## src/rtl/score_argmax_if.sv

```systemverilog
// score_argmax_if: frame handshake, class scores and classification result bus.
// With ARGMAX_TOP2_EN defined, the bus also carries the runner-up index and the margin to it.
interface score_argmax_if #(
    parameter int DATA_W = 32,
    parameter int CNT_W  = 16
);
    logic                     en;
    logic                     ready_in;
    logic                     out_ack;
    logic signed [DATA_W-1:0] in0, in1, in2, in3, in4, in5, in6, in7, in8, in9;
    logic                     busy;
    logic                     out_valid;
    logic [3:0]               class_idx;
    logic signed [DATA_W-1:0] max_score;
    logic [CNT_W-1:0]         frame_cnt;
    logic                     overrun;
`ifdef ARGMAX_TOP2_EN
    logic [3:0]               second_idx;
    logic [DATA_W:0]          margin;
`endif
    modport master (
        output en, ready_in, out_ack, in0, in1, in2, in3, in4, in5, in6, in7, in8, in9,
        input  busy, out_valid, class_idx, max_score, frame_cnt, overrun
`ifdef ARGMAX_TOP2_EN
        , input second_idx, margin
`endif
    );
    modport slave (
        input  en, ready_in, out_ack, in0, in1, in2, in3, in4, in5, in6, in7, in8, in9,
        output busy, out_valid, class_idx, max_score, frame_cnt, overrun
`ifdef ARGMAX_TOP2_EN
        , output second_idx, margin
`endif
    );
endinterface

```

## src/rtl/score_argmax.sv

```systemverilog
// score_argmax: sequential argmax over ten signed class scores, one compare per cycle.
// With ARGMAX_TOP2_EN defined, it also tracks the runner-up index and the margin to it.
module score_argmax #(
    parameter int DATA_W = 32,
    parameter int CNT_W  = 16
) (
    input logic          clk,
    input logic          rst,
    score_argmax_if.slave bus
);
    localparam logic [1:0] IDLE = 2'd0, SCAN = 2'd1, DONE = 2'd2;

    logic [1:0]               state_q, state_d;
    logic                     rdy_q;
    logic signed [DATA_W-1:0] in_a [10];
    logic signed [DATA_W-1:0] buf_q [10];
    logic signed [DATA_W-1:0] best_q, best_d, max_q, max_d, cand;
    logic [3:0]               idx_q, idx_d, cnt_q, cnt_d, class_q, class_d;
    logic [CNT_W-1:0]         frame_q, frame_d;
    logic                     valid_q, valid_d, ovr_q, ovr_d, start, take;
`ifdef ARGMAX_TOP2_EN
    logic signed [DATA_W-1:0] sec_q, sec_d;
    logic [3:0]               sidx_q, sidx_d, sec_out_q, sec_out_d;
    logic                     sv_q, sv_d;
    logic [DATA_W:0]          margin_q, margin_d;
`endif

    assign in_a  = '{bus.in0, bus.in1, bus.in2, bus.in3, bus.in4,
                     bus.in5, bus.in6, bus.in7, bus.in8, bus.in9};
    assign start = bus.ready_in & ~rdy_q;
    assign take  = start & bus.en & (state_q != SCAN);
    assign cand  = buf_q[cnt_q];

    always_ff @(posedge clk)
        if (take) buf_q <= in_a;

    always_comb begin
        state_d = state_q;
        best_d  = best_q;
        idx_d   = idx_q;
        cnt_d   = cnt_q;
        class_d = class_q;
        max_d   = max_q;
        frame_d = frame_q;
        valid_d = valid_q;
        ovr_d   = ovr_q;
`ifdef ARGMAX_TOP2_EN
        sec_d     = sec_q;
        sidx_d    = sidx_q;
        sv_d      = sv_q;
        sec_out_d = sec_out_q;
        margin_d  = margin_q;
`endif
        if (state_q == SCAN) begin
            // Strict compares keep the lower index on ties for both best and runner-up.
            if (cand > best_q) begin
`ifdef ARGMAX_TOP2_EN
                sec_d  = best_q;
                sidx_d = idx_q;
                sv_d   = 1'b1;
`endif
                best_d = cand;
                idx_d  = cnt_q;
            end
`ifdef ARGMAX_TOP2_EN
            else if (!sv_q || cand > sec_q) begin
                sec_d  = cand;
                sidx_d = cnt_q;
                sv_d   = 1'b1;
            end
`endif
            cnt_d = cnt_q + 4'd1;
            if (start && bus.en) ovr_d = 1'b1;
            if (cnt_q == 4'd9) begin
                state_d = DONE;
                valid_d = 1'b1;
                class_d = idx_d;
                max_d   = best_d;
                frame_d = frame_q + CNT_W'(1);
`ifdef ARGMAX_TOP2_EN
                sec_out_d = sidx_d;
                margin_d  = (DATA_W+1)'(best_d) - (DATA_W+1)'(sec_d);
`endif
            end
        end else if (take) begin
            state_d = SCAN;
            best_d  = in_a[0];
            idx_d   = 4'd0;
            cnt_d   = 4'd1;
            valid_d = 1'b0;
            ovr_d   = ovr_q | (state_q == DONE && !bus.out_ack);
`ifdef ARGMAX_TOP2_EN
            sv_d = 1'b0;
`endif
        end else if (state_q == DONE && bus.out_ack) begin
            state_d = IDLE;
            valid_d = 1'b0;
        end
    end

    always_ff @(posedge clk or posedge rst) begin
        if (rst) begin
            state_q <= IDLE;
            rdy_q   <= 1'b0;
            best_q  <= '0;
            idx_q   <= '0;
            cnt_q   <= '0;
            class_q <= '0;
            max_q   <= '0;
            frame_q <= '0;
            valid_q <= 1'b0;
            ovr_q   <= 1'b0;
`ifdef ARGMAX_TOP2_EN
            sec_q     <= '0;
            sidx_q    <= '0;
            sv_q      <= 1'b0;
            sec_out_q <= '0;
            margin_q  <= '0;
`endif
        end else begin
            state_q <= state_d;
            rdy_q   <= bus.ready_in;
            best_q  <= best_d;
            idx_q   <= idx_d;
            cnt_q   <= cnt_d;
            class_q <= class_d;
            max_q   <= max_d;
            frame_q <= frame_d;
            valid_q <= valid_d;
            ovr_q   <= ovr_d;
`ifdef ARGMAX_TOP2_EN
            sec_q     <= sec_d;
            sidx_q    <= sidx_d;
            sv_q      <= sv_d;
            sec_out_q <= sec_out_d;
            margin_q  <= margin_d;
`endif
        end
    end

    assign bus.busy      = (state_q == SCAN);
    assign bus.out_valid = valid_q;
    assign bus.class_idx = class_q;
    assign bus.max_score = max_q;
    assign bus.frame_cnt = frame_q;
    assign bus.overrun   = ovr_q;
`ifdef ARGMAX_TOP2_EN
    assign bus.second_idx = sec_out_q;
    assign bus.margin     = margin_q;
`endif
endmodule

```

## src/flat_wrapper.sv

```systemverilog
// flat-port wrapper written by rule: the top's interface ports become plain ports
module score_argmax_flat 
#(
    parameter int DATA_W = 32,
    parameter int CNT_W  = 16
)
  (clk, rst, bus_en, bus_ready_in, bus_out_ack, bus_in0, bus_in1, bus_in2, bus_in3, bus_in4, bus_in5, bus_in6, bus_in7, bus_in8, bus_in9, bus_busy, bus_out_valid, bus_class_idx, bus_max_score, bus_frame_cnt, bus_overrun);
  score_argmax_if #(.DATA_W(DATA_W), .CNT_W(CNT_W)) bus_i ();
  input logic clk;
  input logic rst;
  input wire logic [$bits(bus_i.en)-1:0] bus_en;
  input wire logic [$bits(bus_i.ready_in)-1:0] bus_ready_in;
  input wire logic [$bits(bus_i.out_ack)-1:0] bus_out_ack;
  input wire logic [$bits(bus_i.in0)-1:0] bus_in0;
  input wire logic [$bits(bus_i.in1)-1:0] bus_in1;
  input wire logic [$bits(bus_i.in2)-1:0] bus_in2;
  input wire logic [$bits(bus_i.in3)-1:0] bus_in3;
  input wire logic [$bits(bus_i.in4)-1:0] bus_in4;
  input wire logic [$bits(bus_i.in5)-1:0] bus_in5;
  input wire logic [$bits(bus_i.in6)-1:0] bus_in6;
  input wire logic [$bits(bus_i.in7)-1:0] bus_in7;
  input wire logic [$bits(bus_i.in8)-1:0] bus_in8;
  input wire logic [$bits(bus_i.in9)-1:0] bus_in9;
  output wire logic [$bits(bus_i.busy)-1:0] bus_busy;
  output wire logic [$bits(bus_i.out_valid)-1:0] bus_out_valid;
  output wire logic [$bits(bus_i.class_idx)-1:0] bus_class_idx;
  output wire logic [$bits(bus_i.max_score)-1:0] bus_max_score;
  output wire logic [$bits(bus_i.frame_cnt)-1:0] bus_frame_cnt;
  output wire logic [$bits(bus_i.overrun)-1:0] bus_overrun;
  assign bus_i.en = bus_en;
  assign bus_i.ready_in = bus_ready_in;
  assign bus_i.out_ack = bus_out_ack;
  assign bus_i.in0 = bus_in0;
  assign bus_i.in1 = bus_in1;
  assign bus_i.in2 = bus_in2;
  assign bus_i.in3 = bus_in3;
  assign bus_i.in4 = bus_in4;
  assign bus_i.in5 = bus_in5;
  assign bus_i.in6 = bus_in6;
  assign bus_i.in7 = bus_in7;
  assign bus_i.in8 = bus_in8;
  assign bus_i.in9 = bus_in9;
  assign bus_busy = bus_i.busy;
  assign bus_out_valid = bus_i.out_valid;
  assign bus_class_idx = bus_i.class_idx;
  assign bus_max_score = bus_i.max_score;
  assign bus_frame_cnt = bus_i.frame_cnt;
  assign bus_overrun = bus_i.overrun;
  score_argmax #(.DATA_W(DATA_W), .CNT_W(CNT_W)) u_core (.clk(clk), .rst(rst), .bus(bus_i));
endmodule
```

## config.mk

```make
export PLATFORM = sky130hd
export DESIGN_NAME = score_argmax_flat
export DESIGN_NICKNAME = d
export VERILOG_FILES = /design/src/rtl/score_argmax_if.sv /design/src/rtl/score_argmax.sv /design/src/flat_wrapper.sv
export SDC_FILE = /design/constraint.sdc
export NUM_CORES = 1
export LEC_CHECK = 0
export BUFFER_PORTS_ARGS = -buffer_cell sky130_fd_sc_hd__clkbuf_2
export CAP_MARGIN = 5
export CELL_PAD_IN_SITES_DETAIL_PLACEMENT = 0
export CELL_PAD_IN_SITES_GLOBAL_PLACEMENT = 2
export CORE_UTILIZATION = 34
export DETAILED_ROUTE_END_ITERATION = 16
export MAX_ROUTING_LAYER = met4
export PLACE_DENSITY = 0.87
export SYNTH_ARGS = -nofsm -noshare
export SYNTH_HDL_FRONTEND = slang
export SYNTH_SLANG_ARGS = --single-unit
export TNS_END_PERCENT = 30
```

## constraint.sdc

```tcl
create_clock -name clk -period 10.9 [get_ports clk]
set_input_delay 0.545 -clock clk [delete_from_list [all_inputs] [get_ports clk]]
set_output_delay 0.545 -clock clk [all_outputs]
set_load 0.005 [all_outputs]
```

# --- Yosys cells after proc, flatten, opt, wreduce, memory -nomap -nowiden ---
# Cells that the tools add are included.
word_totals:
  output_inout_bits: 55
  n_memories: 0
  mem_bits_rw: 0
  register_bits: 417
  in_bits: 325
  rom_bits: 0
  word_cells: 67
  latch_bits: 0
op_classes:
  n_mul: 0
  addsub: 2
  div_mod_pow: 0
  n_shift: 0
  muxes: 22
  bitwise: 6
  magnitude_cmp: 2
  reduce_logical: 9
  eq_ne: 6
ops:
  columns: ["operator", "n"]
  rows:
  - ["$mux W32", 5]
  - ["$bmux W32 S4", 1]
  - ["$gt A32 B32 Y1", 1]
  - ["$mux W4", 5]
  - ["$add A16 B1 Y16 const B", 1]
  - ["$mux W2", 4]
  - ["$mux W1", 7]
  - ["$ne A2 B1 Y1 const B", 3]
  - ["$reduce_and A2 Y1", 3]
  - ["$ge A5 B5 Y1 const B", 1]
  - ["$not A4 Y5", 1]
  - ["$add A4 B1 Y4 const B", 1]
  - ["$eq A4 B4 Y1 const B", 1]
  - ["$and A1 B1 Y1", 3]
  - ["$logic_and A1 B1 Y1", 3]
  - ["$reduce_bool A3 Y1", 1]
  - ["$eq A2 B1 Y1 const B", 1]
  - ["$eq A2 B2 Y1 const B", 1]
  - ["$reduce_bool A2 Y1", 1]
  - ["$logic_not A1 Y1", 1]
  - ["$not A1 Y1", 1]
  - ["$or A1 B1 Y1", 1]

# --- Logic depth before layout (Yosys ltp) ---
logic_depth:
  ltp_word: 7
  ltp_mapped: 17

# --- Worst setup path after synthesis ---
# OpenSTA, ideal clock, no wires.
synth_path:
  path_type: "input -> register"
  from: "in bus_ready_in"
  to: "reg u_core.buf_q[0] (netlist name), enable pin"
  path_stages: 4
  arrival_time_ps: 9916
  required_time_ps: 10091
  slack_ps: 175
  path_cell_list: "and3b_1 -> nand2_1 -> clkinv_1 -> clkbuf_1"
synth_between:
  elab_chain_cells: 3
synth_lines:
  columns: ["element", "line", "text"]
  rows:
  - ["from (decl)", "flat_wrapper.sv:12", "input wire logic [$bits(bus_i.ready_in)-1:0] bus_ready_in;"]
  - ["$and A1 B1 Y1", "score_argmax.sv:30", "assign start = bus.ready_in & ~rdy_q;"]
  - ["$and A1 B1 Y1 (2 in series)", "score_argmax.sv:31", "assign take = start & bus.en & (state_q != SCAN);"]
  - ["named net u_core.take", "score_argmax.sv:20", "logic valid_q, valid_d, ovr_q, ovr_d, start, take;"]
  - ["to (signal assigned)", "score_argmax.sv:35", "if (take) buf_q <= in_a;"]
  - ["to (decl)", "score_argmax.sv:16", "logic signed [DATA_W-1:0] buf_q [10];"]
# The timed path passes the listed nets, and every way through them passes these cells.
# A chain may end at the register's enable or synchronous reset.

# --- Worst setup path after layout ---
layout_path:
  from: "reg u_core.cnt_q[1]"
  to: "reg u_core.best_q[4]"
layout_between:
  elab_chain_cells: 7
layout_lines:
  columns: ["element", "line", "text"]
  rows:
  - ["from (decl)", "score_argmax.sv:18", "logic [3:0] idx_q, idx_d, cnt_q, cnt_d, class_q, class_d;"]
  - ["from (signal assigned)", "score_argmax.sv:125", "cnt_q <= cnt_d;"]
  - ["$not A4 Y5 (implied by the code) (*)", "score_argmax.sv:32", "assign cand = buf_q[cnt_q];"]
  - ["$bmux W32 S4 (*)", "score_argmax.sv:32", null]
  - ["$mux W32 (implied by the code) (*) (2 in series)", "score_argmax.sv:32", null]
  - ["$gt A32 B32 Y1", "score_argmax.sv:56", "if (cand > best_q) begin"]
  - ["$mux W32 (*)", "score_argmax.sv:56", null]
  - ["$mux W32 (*)", "score_argmax.sv:54", "if (state_q == SCAN) begin"]
  - ["to (signal assigned)", "score_argmax.sv:123", "best_q <= best_d;"]
  - ["to (decl)", "score_argmax.sv:17", "logic signed [DATA_W-1:0] best_q, best_d, max_q, max_d, cand;"]
# Every way passes the cells marked *; elsewhere a longest branch is shown, timed or not. The select of a mux whose other input is x is not followed.

==> results.yml <==
status:
  status: "completed"
yosys:
  syn_nets: 1470
  synth_warnings: 0
  synth_top_family_by_area: "multiplexers"
  synthTopCellsByArea: "edfxtp_1 (56%), dfrtp_1 (14%), mux4_2 (8.4%), o21ai_0 (2.8%), ha_1 (2.6%)"
  syn_inst: 1110
  synth-seq-cells: 416
  synth_mux_area_share_pct: 10.3
  yosys.area_share.xor_xnor_pct: 0.816
  yosys.cell_types.count: 56
  synth_adder_area_share_pct: 2.55
  ys.flop_type: "edfxtp_1"
  seq_area_frac_synth_pct: 70.0
  synth_largest_area_cell: "edfxtp_1"
  synth-simple-area-share_pct: 5.51
  async_flop_share_pct: 23.1
  yosysTopAreaCellShare_pct: 56.0
  synth_compound_area_share_pct: 8.24
  syn_area_um2: 17200
  syn_avg_cell_area_um2: 15.5
  synth_edf_count: 320
cts:
  worstSkewPairLatency_ns: 0.58
  htreeDepth: 2
  path_clk_slew_ns: 0.06
  cts_tree: "yes"
  cts_root_buf: "clkbuf_16"
  cts_setup_buffers: 0
  hold_buffers: 1
  post_cts_resize_count: 0
  cts.sinks: 416
  cts_buffers: 46
  ctsLongestPathBuffers: 3
setup_path:
  r2r_setup_slack_ns: 5.41
  path_class: "reg -> reg"
  reg2reg_from: "u_core.cnt_q[1]$_DFFE_PP0P_"
  cp.required_ns: 11.40
  worstPathArrival_ns: 5.99
  start_kind: "register"
  path_max_fanout: 45
  cp-end-kind: "register"
  worstReg2RegEnd: "u_core.best_q[4]$_DFFE_PP0P_"
  ff2ff_path_depth: 12
hold_path:
  hp-start: "bus_ready_in"
  hold_path_class: "in -> reg"
  worstHoldPathCells: 1
  holdPathEnd: "u_core.rdy_q$_DFF_PP0_"
placement:
  place_congestion: 0.801
  port_buffers: 379
  dpl-instance-area_um2: 19700
  hpwl_mm: 30.1
  dp_cells: 2100
route:
  vias: 10800
  wl_met1_mm: 19.1
  wl_met3_mm: 2.63
  wl_met2_mm: 22.0
  routed_via_density: 4.92
  firstDrtPassIters: 5
  drt_iter0_drc: 673
  wl_per_cell_um: 20.4
  ant_nets: 0
  routed_wl_mm: 44.6
  maxUsedRoutingLayer: "met4"
  drc: 0
sta:
  fmax_mhz: 182
  final-hold-violation-count: 0
  setup_viol: 0
  rsz0062_at_grt: "false"
  fin_crit_ns: 5.49
  slew_headroom_pct: 22.5
  fin_crit_sh_pct: 50.4
  drv_slew: 0
  finClkSkew_ns: 0.0271
  setup_tns_ns: 0
  worstMarginPinSlew_ns: 1.16
floorplan:
  initial_utilization_pct: 34.8
  die_w_um: 227
  die_area_um2: 51400
  coreArea_um2: 49400
  io_pins: 380
  rows: 81
  die_h_um: 227
power:
  finalPower_mw: 5.85
  power.density_nw_per_um2: 275
  leakage_nw: 8.33
  max-vdd-ir-drop_v: 0.000252
grt:
  antenna_found_initial: 1
  grt_pass1_vias: 11100
  grtUsageTotal_pct: 17.9
  overflow: 0
  grt_max_degree: 212
  grt_pass1_wl_mm: 66.4
cells_and_area:
  drive_gt1_share_pct: 36.4
  layout.nets: 1845
  final_util_pct: 43.1
  fin_area_um2: 21300
  final_common_cell: "clkbuf_2"
  fill_cells: 4457
  areaGrowthSynthToFinish_pct: 23.8
  stdcell_count: 2188
  final_cell_mix: "clkbuf_2 (379), edfxtp_1 (320), o21ai_0 (96), dfrtp_1 (93), nor2_1 (85)"
job:
  maxCapViolCount: 0
[cell families after synthesis]
group / count (synthesis)
muxes: 97
adders and majority gates: 35
DFF: 416
AOI/OAI and AO/OA: 232
xor gates and xnor gates: 16
and+or+nand+nor: 211
buffers and inverters: 103
[per-stage QoR]
step | hold WS (ns) | setup WS, ns
global route | 0.0797 | 4.93
floorplan | 0.459 | 0.175
CTS | 0.0659 | 5.19
detailed placement | 0.462 | 5.23
finish | 0.112 | 5.41
global placement | 0.451 | 5.37
[registers in the layout, summed over array words and instances (netlist names)]
| signal | flops |
|---|---|
| u_core.buf_q | 320 |
| u_core.best_q | 32 |
| u_core.bus.max_score | 32 |
| u_core.bus.frame_cnt | 16 |
| u_core.bus.class_idx | 4 |
| u_core.cnt_q | 4 |
| u_core.idx_q | 4 |
| u_core.bus.out_valid | 1 |
| u_core.bus.overrun | 1 |
| u_core.rdy_q | 1 |
| u_core.state_q | 1 |
[critical path, stage by stage, from the launching register on]
cell	delay (ns)
dfrtp_4	0.70
buf_4	0.61
mux4_2	0.41
a21oi_1	0.40
o21ai_0	0.22
ha_1	0.34
nand3_1	0.14
a21o_1	0.19
a311oi_1	0.39
o31ai_4	0.17
a21o_2	0.51
o21ai_4	0.87
o221a_1	0.34
[where the power goes]
group          switching (mW)  leakage, nW  internal (mW)
clock network           0.646        0.742          0.906
registers               0.140         4.10           1.96
logic                    1.36         3.49          0.843
[cells in the mapped netlist (all sizes together) (2+ instances only)]
library cell  number
a21o               2
buf               30
nor2              86
a31o               7
and3               3
dfrtp             96
nand4              6
nand3             48
xnor2             12
nand2b             3
o221a              7
a22o               4
clkbuf            32
a21oi             53
inv               40
and4               3
nand2             53
a31oi              8
xor2               4
a211o              2
o211ai             2
a22oi             24
mux4              64
o21ai            116
ha                35
mux2i             32
edfxtp           320
[layout make-up]
type,instances,area (um2),share of cell area (%)
inverters,41,164,0.771
well taps,664,831,3.91
clock buffers,57,1280,6.00
diodes,1,2.50,0.0118
clock inverters,29,241,1.14
repair buffers,389,1990,9.35
flip-flops and latches,416,12000,56.5
multi-input cells,591,4740,22.3
[how the worst max path moves through the flow]
stage / cells past startpoint / start / slack, ns / to
5_1_grt: 12 / u_core.cnt_q[0]$_DFFE_PP0P_ / 4.93 / u_core.best_q[4]$_DFFE_PP0P_
4_1_cts: 12 / u_core.cnt_q[0]$_DFFE_PP0P_ / 5.19 / u_core.best_q[4]$_DFFE_PP0P_
3_5_place_dp: 12 / u_core.cnt_q[0]$_DFFE_PP0P_ / 5.23 / u_core.best_q[31]$_DFFE_PP0P_
6_report: 12 / u_core.cnt_q[1]$_DFFE_PP0P_ / 5.41 / u_core.best_q[4]$_DFFE_PP0P_
2_1_floorplan: 4 / bus_ready_in / 0.17 / u_core.buf_q[0]$_DFFE_PP_
3_3_place_gp: 12 / u_core.cnt_q[0]$_DFFE_PP0P_ / 5.37 / u_core.best_q[6]$_DFFE_PP0P_
[per-layer routing]
layer	track usage [%]	up-vias
li1	-	5004
met1	22.9	5384
met2	28.8	322
met3	3.64	55
met4	5.17	0
met5	-	-
Power figures use the tool's default switching activity.
